$ cat src/rtl/load_data_checker_pkg.sv
// Shared definitions for the load data checker and its CRC sub-module:
// FSM state encoding, packet framing constants and the CRC-16 word step.
package load_data_checker_pkg;

    typedef enum logic [3:0] {
        HUNT0, HUNT1, CNT_HI, CNT_LO, LEN_HI, LEN_LO, PAYLOAD, CRC, REPORT
    } state_e;

    localparam logic [31:0] HEAD_DEFAULT = 32'h5716EB90;
    localparam int          HDR_WORDS    = 6;
    // Header bytes plus the two CRC bytes: a packet with no payload has len 14.
    localparam logic [23:0] LEN_OVERHEAD = 24'(2 * HDR_WORDS + 2);
    localparam logic [15:0] CRC_POLY     = 16'h1021;
    localparam logic [15:0] CRC_INIT     = 16'h0000;

    // One 16-bit word through CRC-16, MSB first.
    function automatic logic [15:0] crc16_step(input logic [15:0] crc, input logic [15:0] d);
        logic [15:0] c;
        logic        fb;
        c = crc;
        for (int i = 15; i >= 0; i--) begin
            fb = c[15] ^ d[i];
            c  = {c[14:0], 1'b0} ^ (fb ? CRC_POLY : 16'h0000);
        end
        return c;
    endfunction

endpackage

$ cat src/rtl/crc16_ccitt_word.sv
// Word-wide CRC-16 (poly 0x1021, MSB first) accumulator.
// Ports: clk, nRST (async active-low), init (restart from CRC_INIT),
//        en (absorb din this cycle), din[15:0], crc[15:0] (running value).
// init together with en restarts the CRC with din as the first word.
module crc16_ccitt_word
    import load_data_checker_pkg::*;
(
    input  logic        clk,
    input  logic        nRST,
    input  logic        init,
    input  logic        en,
    input  logic [15:0] din,
    output logic [15:0] crc
);

    logic [15:0] crc_q;
    logic [15:0] base;

    assign base = init ? CRC_INIT : crc_q;

    always_ff @(posedge clk or negedge nRST) begin
        if (!nRST)     crc_q <= CRC_INIT;
        else if (en)   crc_q <= crc16_step(base, din);
        else if (init) crc_q <= CRC_INIT;
    end

    assign crc = crc_q;

endmodule

$ cat config.mk
export PLATFORM = sky130hd
export DESIGN_NAME = crc16_ccitt_word
export DESIGN_NICKNAME = d
export VERILOG_FILES = /design/src/rtl/load_data_checker_pkg.sv /design/src/rtl/crc16_ccitt_word.sv
export SDC_FILE = /design/constraint.sdc
export NUM_CORES = 1
export LEC_CHECK = 0
export CORE_MARGIN = 1
export CORE_UTILIZATION = 57
export DETAILED_ROUTE_END_ITERATION = 7
export DONT_BUFFER_PORTS = 1
export PLACE_DENSITY_LB_ADDON = 0.2
export SYNTH_ARGS = -nofsm -noshare
export SYNTH_HDL_FRONTEND = slang
export SYNTH_SLANG_ARGS = --single-unit
export TNS_END_PERCENT = 10
$ cat constraint.sdc
create_clock -name clk -period 1.9 [get_ports clk]
set_input_delay 0.38 -clock clk [delete_from_list [all_inputs] [get_ports clk]]
set_output_delay 0.38 -clock clk [all_outputs]
set_load 0.01 [all_outputs]
==> flow_summary_export.csv <==
group,metric,value,unit
logic_synthesis,synth.avg_cell_area,12.0,sq um
die,io_pins,36,
sta,maxSlewViolCount,0,
power,leakagePower,0.000843,uW
die,fp-row-count,18,
sta,min_period,1.88,ns
sta,whs,0.213,ns
detailed_routing,wl_per_cell,16.7,microns
sta,finalHoldViolations,0,
sta,rsz0062_at_grt,"yes",
hold_path,hold_depth,1,
placed_design,port-buffer-count,0,
sta,tightest_slew,0.799,ns
logic_synthesis,yosysWarnings,0,
clock_tree,htree_levels,1,
die,start_util,0.615,
logic_synthesis,synth_nets,149,
logic_synthesis,async_reset_ff_frac,1.00,
logic_synthesis,ys_seq_area_frac,0.258,
hold_path,hold_start,"init",
setup_path,worstSetupEndpointType,"flip-flop",
detailed_routing,totalWireLength,3.01,mm
clock_tree,cts-root-buf,"clkbuf_4",
logic_synthesis,synth_top_area_share,0.258,
global_routing,grt_usage,0.229,
hold_path,holdPathEnd,"crc[10]",
setup_path,critPathMaxFanout,4,
global_routing,grt_pass1_vias,981,
setup_path,start_kind,"flip-flop",
power,sw_frac_of_total,0.379,
cells_and_area,fin_nets,171,
setup_path,r2r-start,"crc[15]",
detailed_routing,via_count,960,
cells_and_area,fin_util,0.710,
detailed_routing,first_pass_iters,4,
detailed_routing,drcViolationCount,0,
die,die_x,54.2,microns
die,dieArea,2930,sq um
power,switching_power,1300,uW
run_status,status,"finished, final reports clean",
logic_synthesis,synth_top_cell_by_area,"dfrtp_1",
cells_and_area,syn_to_final_growth,15.4,%
die,fp.dieH,54.2,microns
cells_and_area,largest_reg_flops,16,
detailed_routing,ant_nets,0,
global_routing,overflow,0,
detailed_routing,drt_iter0_drc,18,
logic_synthesis,synth.distinct_cells,32,
sta,finClkSkew,0.00800,ns
clock_tree,worstSkewPairLatency,0.29,ns
setup_path,arrival,2.09,ns
clock_tree,cts_buffers,3,
logic_synthesis,synth.most_common_cell,"xnor2_1",
logic_synthesis,synth_edf_count,0,
setup_path,r2r_setup_slack,0.02,ns
setup_path,r2r_end,"crc[5]",
setup_path,ff2ff_path_depth,6,
clock_tree,cts.sinks,16,
power,ir_drop,1270,uV
cells_and_area,drive_gt1_frac,0.367,
sta,setup_viol_count_final,0,
logic_synthesis,ys.flop_type,"dfrtp_1",
global_routing,grt_max_degree,22,
sta,timing.final.crit_share,0.990,
logic_synthesis,ys_ff_latch,16,
setup_path,required,2.11,ns
clock_tree,clockBufferDepth,2,
power,pwr-share-seq,0.196,
placed_design,dp.cells,172,
global_routing,grt_first_pass_wirelength,4.64,mm
sta,relSlewSlack,0.466,
cells_and_area,antenna_cells,0,
cells_and_area,stdcell_count,180,
die,coreArea,2520,sq um
detailed_routing,viasPerCell,5.33,
global_routing,antenna_found_initial,0,
power,power_density,1910,nW/um^2
logic_synthesis,synth_commonest_cells,"27 x xnor2_1, 16 x dfrtp_1, 10 x nor2_1, 9 x nand2_1, 8 x xnor3_1",
setup_path,critPathLaunch,"crc[15]",
hold_path,hold_path_class,"in2reg",
clock_tree,cts.clk_slew.worst_paths,0.11,ns
power,comb_power_share,0.736,
logic_synthesis,synthesis.area,1550,sq um
placed_design,routabilityCongestion,0.773,
sta,fmax,0.532,GHz
logic_synthesis,synth_area_leaders,"dfrtp_1 26%, xnor2_1 15%, xnor3_1 12%, xnor3_2 7.7%, xnor2_2 5.2%",
placed_design,hpwl,2.37,mm
setup_path,path_class,"reg2reg",
power,intPower,2120,uW
run,cap_violations,0,
logic_synthesis,netlist_instances,129,
clock_tree,cts_tree,"done",
power,pwr-share-clk,0.068,
## cells in the final DEF (no fill, tap or decap), types with 3 or more instances in the layout
cell type  instances
nor2b_1            3
xnor2_1           23
xnor2_2            9
xor2_1             6
nor2_1             7
nor2_2             3
nand2_1            9
buf_4             20
o21ai_0            4
mux2_2             3
xnor3_1            8
mux2i_1            3
xnor3_2            5
clkbuf_4           3
dfrtp_1           15
nand2b_1           4
## power by group through the flow
stage               Clock [uW]  Sequential, uW  Combinational (uW)
finish                     231             671                2520
global route               249             690                2730
CTS                        239             667                2480
detailed placement           0             679                2360
global placement             0             672                2320
floorplan                    0             733                1790
## layer usage
metal	vias to the layer above	track usage	share of wire
li1	459	-	-
met1	469	0.310	0.42
met2	30	0.382	0.51
met3	2	0.0452	0.068
met4	0	0.0385	0.0050
met5	-	0	0
## cell type report
class                      instances  area [sq um]
clock buffer                       4          36.3
fill                             196           732
inverter                           1          3.75
multi-input combinational        108          1150
sequential                        16           402
tap                               30          37.5
timing repair buffer              21           160
## per-stage QoR
step / setup TNS (ns) / worst slack (ns) / power [uW] / instance area (sq um)
3_5_place_dp: 0 / 0.00762 / 3040 / 1690
6_report: 0 / 0.0196 / 3420 / 1790
5_1_grt: -0.170 / -0.0546 / 3670 / 1790
2_1_floorplan: 0 / 0.0318 / 2520 / 1550
4_1_cts: 0 / 0.000117 / 3380 / 1750
3_3_place_gp: 0 / 0.0305 / 2990 / 1690
## worst max-delay path, stage by stage, from the launching register on
cell,delay [ns]
dfrtp_2,0.46
xnor2_1,0.25
nor2_4,0.10
xnor3_2,0.36
xnor3_2,0.28
mux2i_1,0.22
xnor2_1,0.13
## repair_timing
item                                   in CTS  in global routing
hold buffers                                1                  0
endpoints found under the hold margin      16                  0
buffers inserted                            2                  1
gates resized for setup                     1                  6
pin swaps                                   3                  4
setup endpoints to repair                   3                 10
## kinds of logic after synthesis
logic type                Yosys count  share of synthesized area
AOI/OAI and AO/OA                   9                     0.0371
DFF                                16                      0.258
muxes                               6                     0.0411
buffers and inverters               5                     0.0242
and+or+nand+nor                    37                      0.131
xor gates and xnor gates           56                      0.508
## how the worst max path moves through the flow
stage	slack, ns	endpoint	cells past startpoint
2_1_floorplan	0.03	crc[13]	6
3_3_place_gp	0.03	crc[13]	5
3_5_place_dp	0.008	crc[15]	6
4_1_cts	0.0001	crc[5]	6
5_1_grt	-0.05	crc[5]	7
6_report	0.02	crc[5]	6
Power figures use the tool's default switching activity.
